## config.mk

```make
export PLATFORM = sky130hd
export DESIGN_NAME = nibble_serial_adder
export DESIGN_NICKNAME = d
export VERILOG_FILES = /design/src/rtl/nibble_serial_adder_pkg.sv /design/src/rtl/ripple_carry_adder_4bit_struct.sv /design/src/rtl/nibble_serial_adder.sv
export SDC_FILE = /design/constraint.sdc
export NUM_CORES = 1
export LEC_CHECK = 0
export CELL_PAD_IN_SITES_DETAIL_PLACEMENT = 1
export CELL_PAD_IN_SITES_GLOBAL_PLACEMENT = 1
export CORE_ASPECT_RATIO = 1.1
export CORE_MARGIN = 4
export CORE_UTILIZATION = 30
export CTS_BUF_LIST = sky130_fd_sc_hd__clkbuf_4 sky130_fd_sc_hd__clkbuf_8 sky130_fd_sc_hd__clkbuf_16
export DETAILED_ROUTE_END_ITERATION = 7
export PLACE_DENSITY_LB_ADDON = 0.1
export SLEW_MARGIN = 25
export SYNTH_ARGS = -nofsm -noshare
export SYNTH_HDL_FRONTEND = slang
export SYNTH_SLANG_ARGS = --single-unit
```

## constraint.sdc

```tcl
create_clock -name clk -period 6.26 [get_ports clk]
set_input_delay 1.252 -clock clk [delete_from_list [all_inputs] [get_ports clk]]
set_output_delay 1.252 -clock clk [all_outputs]
set_load 0.03 [all_outputs]
```

## src/rtl/nibble_serial_adder_pkg.sv

```systemverilog
// rtl/nibble_serial_adder_pkg.sv - shared types and constants for the nibble-serial adder
package nibble_serial_adder_pkg;

    localparam int NIBBLE_W = 4;

    typedef enum logic [1:0] {
        ST_IDLE = 2'd0,
        ST_RUN  = 2'd1,
        ST_DONE = 2'd2
    } state_t;

endpackage

```

## src/rtl/ripple_carry_adder_4bit_struct.sv

```systemverilog
// rtl/ripple_carry_adder_4bit_struct.sv - 4-bit ripple-carry adder built from gate primitives
module ripple_carry_adder_4bit_struct (
    input  logic [3:0] a,
    input  logic [3:0] b,
    input  logic       cin,
    output logic [3:0] sum,
    output logic       cout
);

    logic [4:0] c;
    logic [3:0] p;
    logic [3:0] g;
    logic [3:0] t;

    assign c[0] = cin;
    assign cout = c[4];

    for (genvar i = 0; i < 4; i++) begin : g_fa
        xor u_p   (p[i],   a[i], b[i]);
        xor u_s   (sum[i], p[i], c[i]);
        and u_g   (g[i],   a[i], b[i]);
        and u_t   (t[i],   p[i], c[i]);
        or  u_c   (c[i+1], g[i], t[i]);
    end

endmodule

```

## src/rtl/nibble_serial_adder.sv

```systemverilog
// rtl/nibble_serial_adder.sv - WIDTH-bit adder processing one nibble per clock, LSB first
module nibble_serial_adder
    import nibble_serial_adder_pkg::*;
#(
    parameter int WIDTH = 16
) (
    input  logic             clk,
    input  logic             rst,
    input  logic             start,
    input  logic [WIDTH-1:0] a,
    input  logic [WIDTH-1:0] b,
    input  logic             cin,
    output logic             busy,
    output logic             done,
    output logic [WIDTH-1:0] sum,
    output logic             cout
);

    localparam int NIBBLES = WIDTH / NIBBLE_W;
    localparam int CNT_W   = (NIBBLES > 1) ? $clog2(NIBBLES) : 1;

    state_t             state;
    state_t             state_nxt;
    logic [WIDTH-1:0]   a_reg;
    logic [WIDTH-1:0]   b_reg;
    logic [WIDTH-1:0]   acc;
    logic               carry;
    logic [CNT_W-1:0]   cnt;

    logic [NIBBLE_W-1:0] nib_sum;
    logic                nib_cout;
    logic [WIDTH+NIBBLE_W-1:0] acc_cat;
    logic [WIDTH-1:0]    acc_nxt;
    logic                accept;
    logic                last;

    ripple_carry_adder_4bit_struct u_nibble_add (
        .a    (a_reg[NIBBLE_W-1:0]),
        .b    (b_reg[NIBBLE_W-1:0]),
        .cin  (carry),
        .sum  (nib_sum),
        .cout (nib_cout)
    );

    // New nibble enters at the top; after NIBBLES shifts the LSB nibble sits at the bottom.
    assign acc_cat = {nib_sum, acc};
    assign acc_nxt = acc_cat[WIDTH+NIBBLE_W-1:NIBBLE_W];
    assign accept  = start && ((state == ST_IDLE) || (state == ST_DONE));
    assign last    = (cnt == CNT_W'(NIBBLES - 1));

    always_ff @(posedge clk) begin
        if (rst) begin
            state <= ST_IDLE;
        end else begin
            state <= state_nxt;
        end
    end

    always_comb begin
        state_nxt = state;
        case (state)
            ST_IDLE: if (start) state_nxt = ST_RUN;
            ST_RUN:  if (last)  state_nxt = ST_DONE;
            ST_DONE: state_nxt = start ? ST_RUN : ST_IDLE;
            default: state_nxt = ST_IDLE;
        endcase
    end

    always_comb begin
        busy = 1'b0;
        done = 1'b0;
        case (state)
            ST_RUN:  busy = 1'b1;
            ST_DONE: done = 1'b1;
            default: ;
        endcase
    end

    always_ff @(posedge clk) begin
        if (rst) begin
            a_reg <= '0;
            b_reg <= '0;
            acc   <= '0;
            carry <= 1'b0;
            cnt   <= '0;
            sum   <= '0;
            cout  <= 1'b0;
        end else if (accept) begin
            a_reg <= a;
            b_reg <= b;
            carry <= cin;
            cnt   <= '0;
        end else if (state == ST_RUN) begin
            a_reg <= a_reg >> NIBBLE_W;
            b_reg <= b_reg >> NIBBLE_W;
            acc   <= acc_nxt;
            carry <= nib_cout;
            cnt   <= cnt + CNT_W'(1);
            if (last) begin
                sum  <= acc_nxt;
                cout <= nib_cout;
            end
        end
    end

endmodule

```

## Word-level counts from Yosys, hierarchy flattened

Index checks and enable logic that the tools add are counted.
W data, S select, Z words.

| word-level totals | value |
|---|---|
| flip-flop bits (word level) | 70 |
| latch bits | 0 |
| bits in writable memories | 0 |
| memory bits (read-only) | 0 |
| input port bits | 36 |
| output and inout port bits | 19 |
| logic and storage cells | 55 |
| memories | 0 |

| cells by class | value |
|---|---|
| add/sub/neg operators | 1 |
| $mul | 0 |
| divide/modulo/power cells | 0 |
| order comparisons | 0 |
| equality and inequality tests | 5 |
| shifts and indexed selects | 0 |
| mux-type cells | 12 |
| bitwise logic cells | 21 |
| reduce and logical (&&, ||, !) cells | 8 |

Operators by type and width:

| kind | count |
|---|---|
| $mux W16 | 4 |
| $and A1 B1 Y1 | 8 |
| $xor A1 B1 Y1 | 8 |
| $pmux W2 S3 | 1 |
| $mux W1 | 5 |
| $eq A2 B2 Y1 const B | 2 |
| $mux W2 | 2 |
| $ne A2 B2 Y1 const B | 2 |
| $or A1 B1 Y1 | 4 |
| $reduce_and A2 Y1 | 2 |
| $reduce_and A3 Y1 | 1 |
| $add A2 B1 Y2 const B | 1 |
| $eq A2 B1 Y1 const B | 1 |
| $logic_not A2 Y1 | 1 |
| $reduce_bool A2 Y1 | 1 |
| $reduce_or A2 Y1 | 1 |
| $logic_and A1 B1 Y1 | 1 |
| $logic_or A1 B1 Y1 | 1 |
| $not A1 Y1 | 1 |

## Longest topological paths before layout

Gate-level depths: netlist of run 1.

| depth | value |
|---|---|
| depth in word-level cells | 11 |
| gate-level depth with buffers | 9 |
| gate-level depth less buffers | 9 |

## Hierarchy

Synthesis of run 1 repeated with hierarchy kept, for this count alone.

| second synthesis, totals | value |
|---|---|
| cells, all modules | 316 |
| area total of the unflattened synthesis | 2692.6 µm² |

By module, submodules not included:

| module | times used | cells an instance | area an instance (µm²) | seq. area each (µm²) |
|---|---|---|---|---|
| nibble_serial_adder | 1 | 302 | 2575.0 | 1321.3 |
| ripple_carry_adder_4bit_struct | 1 | 14 | 117.6 | 0.0 |

## Least setup slack after synthesis of run 1

Ideal clock, no wire load.

| path | value |
|---|---|
| path kind | register to output |
| from | register state[1] |
| to | output port busy |
| arrival time | 0.896 ns |
| required time | 5.008 ns |
| slack | 4.112 ns |
| cell stages (with the launch flop) | 5 |
| path buffers | 2 |
| path through | dfxtp_1 > nand2b_1 > buf_6 > clkinv_4 > buf_2 |

| on the way | value |
|---|---|
| cells in the longest elaborated chain, start to end | 2 |

RTL lines:

| what | line | RTL |
|---|---|---|
| from (decl) | nibble_serial_adder.sv:22 | `state_t state;` |
| from (signal assigned) | nibble_serial_adder.sv:55 | `state <= state_nxt;` |
| $eq A2 B1 Y1 | nibble_serial_adder.sv:72 | `case (state)` |
| $mux W1 | nibble_serial_adder.sv:72 |  |
| to (decl) | nibble_serial_adder.sv:13 | `output logic busy,` |

Every way passes these cells.

## Final worst setup path of run 1

Ends and elaborated chain as after synthesis.

==> results.json, run 1 <==
{
  "cts-root-buf": "clkbuf_8",
  "grt_pass1_vias": 2305,
  "syn_inst": 310,
  "switching_power_w": 0.000240,
  "pin_count": 55,
  "rsz0062_at_grt": "no",
  "setup_viol": 0,
  "die_area_sq_mm": 0.0107,
  "routedWlPerCell_um": 13.9,
  "synth_cell_type_count": 30,
  "area_growth_pct": 28.2,
  "hold_path_class": "reg2reg",
  "grt-ovfl-total": 0,
  "combPwrFrac_pct": 11.0,
  "r2r-end": "a_reg[0]$_SDFFE_PP0P_",
  "synth_flop_cell": "dfxtp_1",
  "drive_gt1_share_pct": 11.5,
  "cts_sinks": 66,
  "die_x_um": 99.0,
  "dp_hpwl_mm": 4.11,
  "ir_worst_vdd_uv": 145,
  "p_sw_share_pct": 24.2,
  "coreArea_sq_mm": 0.00887,
  "clk_pin_slew_ns": 0.07,
  "synth_seq_cells": 66,
  "maxCapViolCount": 0,
  "syn-mean-instance-area_sq_um": 8.82,
  "multi_input_area_sq_mm": 0.00122,
  "antenna_found_initial": 0,
  "hold_path_startpoint": "sum[8]$_SDFFE_PP0P_",
  "holdPathEnd": "sum[8]$_SDFFE_PP0P_",
  "instances_no_fill": 469,
  "clock-skew-final_ns": 0.0104,
  "yosysSeqAreaShare_pct": 48.3,
  "worstMarginPinSlew_ns": 0.945,
  "drtIter0Drc": 89,
  "portBuffers": 54,
  "ys_warn_count": 0,
  "hold_viol": 0,
  "synth_edf_count": 0,
  "p_clk_share_pct": 43.3,
  "async_reset_ff_share_pct": 0,
  "rows": 36,
  "max_freq_mhz": 248,
  "gp_congestion": 0.686,
  "crit_type": "reg2out",
  "finalWirelength_mm": 6.53,
  "grt_pass1_wl_mm": 11.0,
  "grt_usage_pct": 12.7,
  "htreeDepth": 3,
  "first_pass_iters": 4,
  "grt_max_degree": 67,
  "cts_made_buffers": 9,
  "start_kind": "register",
  "seq_area_sq_mm": 0.00132,
  "die_h_um": 108,
  "slew_headroom_pct": 37.0,
  "crit_arrival_ns": 2.78,
  "seq_power_share_pct": 45.7,
  "crit_fanout": 44,
  "placed_cell_area_sq_mm": 0.00326,
  "ant_nets": 0,
  "start_util_pct": 30.8,
  "r2r_cells": 4,
  "synth_fp_nets": 351,
  "n_antenna_cell": 0,
  "required_ns": 5.01,
  "fin_util_pct": 39.5,
  "tns_ns": 0,
  "routed_via_density": 4.77,
  "cts_tree": "built",
  "vias": 2239,
  "cts_hold_buffers": 0,
  "clock_path_buffers": 2,
  "slew_viol_final": 0,
  "cp-end-kind": "primary output",
  "fin_nets": 391,
  "drc": 0,
  "fin_area_sq_mm": 0.00350,
  "ctsResizeCount": 0,
  "insertion_delay_ns": 0.33,
  "status": "completed",
  "post-route-min-period_ns": 4.03,
  "timing.final.crit_share_pct": 64.5,
  "netlist_area_sq_mm": 0.00273,
  "whs_path_depth": 2,
  "intPower_w": 0.000753,
  "n_fill_cell": 1040,
  "dp.cells": 453,
  "p_per_area_mw_per_mm2": 283,
  "rrSetupSlack_ns": 3.94,
  "timing.rr.start": "state[1]$_SDFFE_PP0P_",
  "post_cts_buffers": 0,
  "leakage_nw": 1.20
}
==> area by class of cell <==
| cell class | count | area share (%) |
|---|---|---|
| Tap cell | 114 | 4.07 |
| Timing Repair Buffer | 55 | 15.5 |
| Inverter | 8 | 1.00 |
| Sequential cell | 66 | 37.7 |
| Clock inverter | 7 | 3.36 |
| Clock buffer | 9 | 3.53 |
| Multi-Input combinational cell | 210 | 34.8 |
==> critical path, stage by stage (launching register included) <==
cell,delay (ns)
dfxtp_1,0.36
nand2b_2,0.75
clkinv_4,0.58
clkdlybuf4s50_1,0.74
==> cells in the mapped netlist (2+ instances only) <==
library cell	n	area [sq um]
nor3_1	7	35.0
buf_6	3	33.8
nor2_1	21	78.8
a22oi_1	9	67.6
dfxtp_1	66	1320
buf_2	12	60.1
a211oi_1	5	37.5
nand2_2	10	62.6
fa_1	4	80.1
a311oi_2	10	150
nand3_1	15	75.1
buf_4	4	30.0
buf_1	4	15.0
mux2i_1	4	40.0
inv_1	7	26.3
nand2_1	71	267
and2b_1	2	15.0
nand2b_1	2	12.5
a311oi_1	4	35.0
clkbuf_1	2	7.51
a21oi_1	39	195
==> layout by cell type, fill, tap and decap left out, drive strengths merged, types with 2 or more instances in the layout <==
cell / netlist / routed
dfxtp: 66 / 66
and2b: 2 / 2
buf: 24 / 2
clkbuf: 2 / 9
inv: 7 / 7
nand3: 15 / 15
a311oi: 14 / 14
clkinv: 1 / 5
bufinv: 0 / 3
a21oi: 39 / 39
fa: 4 / 4
nor2: 21 / 21
nor3: 7 / 7
nand2: 81 / 81
mux2i: 4 / 4
nand2b: 2 / 2
a22oi: 9 / 9
a211oi: 5 / 5
clkdlybuf4s50: 0 / 53
==> worst max-delay path by stage <==
stage / end / start / depth (start not counted) / slack (ns)
finish: busy / state[1]$_SDFFE_PP0P_ / 3 / 2.23
global route: busy / state[1]$_SDFFE_PP0P_ / 3 / 1.98
floorplan: busy / state[1]$_SDFFE_PP0P_ / 4 / 4.11
detailed placement: busy / state[1]$_SDFFE_PP0P_ / 3 / 2.56
global placement: busy / state[1]$_SDFFE_PP0P_ / 3 / 2.57
CTS: busy / state[1]$_SDFFE_PP0P_ / 3 / 2.16
==> metal layers <==
| layer | up-vias | GRT usage [%] | share of wire (%) |
|---|---|---|---|
| met2 | 48 | 21.8 | 46 |
| met5 | - | 0 | 0 |
| met4 | 0 | 6.05 | 2.3 |
| met1 | 1049 | 15.4 | 47 |
| li1 | 1130 | - | - |
| met3 | 12 | 2.32 | 4.2 |
==> power groups by stage <==
stage / combinational, W / sequential (W) / clock [W]
CTS: 0.000111 / 0.000454 / 0.000443
detailed placement: 0.000111 / 0.000463 / 0
finish: 0.000109 / 0.000454 / 0.000430
global route: 0.000123 / 0.000457 / 0.000465
floorplan: 0.0000791 / 0.000460 / 0
global placement: 0.000110 / 0.000463 / 0
==> cells by family (layout without fill, tap and decap cells) <==
group	Yosys count	after routing	share of synthesized area, %
and+or+nand+nor	130	130	20.5
AOI/OAI and AO/OA	70	70	18.6
DFF	66	66	48.3
buffers and inverters	34	79	7.37
adders and majority gates	5	5	3.39
muxes	4	4	1.46
xor gates and xnor gates	1	1	0.320
==> per-stage QoR <==
step / worst slack, ns / power [W] / hold slack, ns
floorplan: 4.11 / 0.000539 / 0.432
global placement: 2.57 / 0.000573 / 0.445
detailed placement: 2.56 / 0.000574 / 0.450
CTS: 2.16 / 0.00101 / 0.462
global route: 1.98 / 0.00104 / 0.471
finish: 2.23 / 0.000993 / 0.456
Power figures use the tool's default switching activity.
==> run 2, diff against run 1 <==
==> constraint.sdc (replaced) <==
create_clock -name clk -period 4.2 [get_ports clk]
set_input_delay 0.84 -clock clk [delete_from_list [all_inputs] [get_ports clk]]
set_output_delay 0.84 -clock clk [all_outputs]
set_load 0.03 [all_outputs]
==> run 2 against run 1 <==
  * Power grew 31%
  * Combinational power is 54% higher
  * Worst hold slack lost 0.0044 ns
  * Design area is 1.4% lower
  * Routed wire length grew 1.2%
  * Sequential power is 49% higher
  * Die area unchanged
  * Critical path type unchanged
  * Critical endpoint unchanged
  * Largest power group unchanged
  * Highest routed layer unchanged
==> results.json, run 2 (synthesis results as in run 1) <==
{
  "status": "completed",
  "p_per_area_mw_per_mm2": 377,
  "drive_gt1_share_pct": 11.8,
  "cts_made_buffers": 9,
  "n_antenna_cell": 0,
  "cts-root-buf": "clkbuf_8",
  "clock-skew-final_ns": 0.0104,
  "finalWirelength_mm": 6.61,
  "grt_pass1_vias": 2187,
  "crit_arrival_ns": 1.61,
  "die_area_sq_mm": 0.0107,
  "grt_max_degree": 46,
  "portBuffers": 54,
  "required_ns": 3.36,
  "grt_usage_pct": 12.8,
  "layout_commonest_cell": "nand2_1",
  "routedWlPerCell_um": 14.1,
  "instances_no_fill": 470,
  "ctsResizeCount": 0,
  "dp.cells": 455,
  "worstMarginPinSlew_ns": 0.858,
  "cp-end-kind": "primary output",
  "leakage_nw": 1.17,
  "dp_hpwl_mm": 4.27,
  "drtIter0Drc": 46,
  "cts_sinks": 66,
  "antenna_found_initial": 0,
  "coreArea_sq_mm": 0.00887,
  "ant_nets": 0,
  "crit_type": "reg2out",
  "routed_via_density": 4.76,
  "insertion_delay_ns": 0.34,
  "hold_viol": 0,
  "setup_viol": 0,
  "ir_worst_vdd_uv": 122,
  "fin_nets": 394,
  "tns_ns": 0,
  "slew_viol_final": 0,
  "max_freq_mhz": 408,
  "cts_hold_buffers": 0,
  "drc": 0,
  "htreeDepth": 3,
  "die_h_um": 108,
  "post_cts_buffers": 0,
  "clk_pin_slew_ns": 0.07,
  "start_util_pct": 30.8,
  "pin_count": 55,
  "slew_headroom_pct": 42.8,
  "cts_tree": "built",
  "first_pass_iters": 4,
  "rows": 36,
  "setup_ws_ns": 1.75,
  "grt-ovfl-total": 0,
  "gp_congestion": 0.691,
  "mostFrequentLayoutCells": "nand2_1 (71), dfxtp_1 (66), clkdlybuf4s50_1 (53)",
  "grt_pass1_wl_mm": 10.8,
  "die_x_um": 99.0,
  "timing.final.crit_share_pct": 58.4,
  "crit_fanout": 6,
  "area_growth_pct": 26.4,
  "start_kind": "register",
  "clock_path_buffers": 2,
  "rsz0062_at_grt": "no",
  "hold_path_class": "reg2reg",
  "place_ws_ns": 1.64,
  "fin_util_pct": 38.9,
  "post-route-min-period_ns": 2.45,
  "maxCapViolCount": 0,
  "vias": 2239
}
[run 2: cell types whose count changed in the layout (fill, tap and decap cells not counted), sizes merged]
cell	change
buf	+3
bufinv	-3
clkbuf	+2
clkinv	-2
clkinvlp	+1
[run 2: cell type report]
cell class,instances,area (sq um)
Clock inverter,3,17.5
Sequential cell,66,1320
Timing Repair Buffer,58,578
Inverter,8,35.0
Fill cell,1034,5420
Tap cell,114,143
Clock buffer,11,145
Multi-Input combinational cell,210,1220
[run 2: metal layers]
layer | track usage, % | share of wire, %
met5 | 0 | 0
met4 | 5.56 | 1.6
met3 | 3.61 | 5.3
met2 | 19.6 | 46
met1 | 16.7 | 47
[run 2: worst paths after layout]
check,from,slack (ns),endpoint,depth (start not counted)
setup / recovery,state[0]$_SDFFE_PP0P_,1.75,busy,3
hold / removal,acc[7]$_SDFFE_PP0P_,0.45,sum[3]$_SDFFE_PP0P_,2
setup reg to reg,a_reg[0]$_SDFFE_PP0P_,2.02,acc[15]$_SDFFE_PP0P_,8
hold reg to reg,acc[7]$_SDFFE_PP0P_,0.45,sum[3]$_SDFFE_PP0P_,2
[run 2: critical path, cell delays in order, from the launching register on]
cell and delay [ns]:
dfxtp_1 0.43, nand2b_2 0.13, clkinv_4 0.06, clkdlybuf4s50_1 0.66
[run 2: where the power goes]
part | internal, W | total (W) | switching (W)
clock | 0.000228 | 0.000458 | 0.000230
sequential | 0.000657 | 0.000676 | 0.0000191
combinational | 0.0000758 | 0.000168 | 0.0000919
total | 0.000961 | 0.00130 | 0.000340
[run 2: through the flow]
step	area, sq um	hold WS (ns)	power (W)
2_1_floorplan	2730	0.432	0.000803
6_report	3460	0.451	0.00130
4_1_cts	3440	0.457	0.00132
3_5_place_dp	3270	0.449	0.000860
3_3_place_gp	3270	0.444	0.000858
5_1_grt	3460	0.479	0.00137
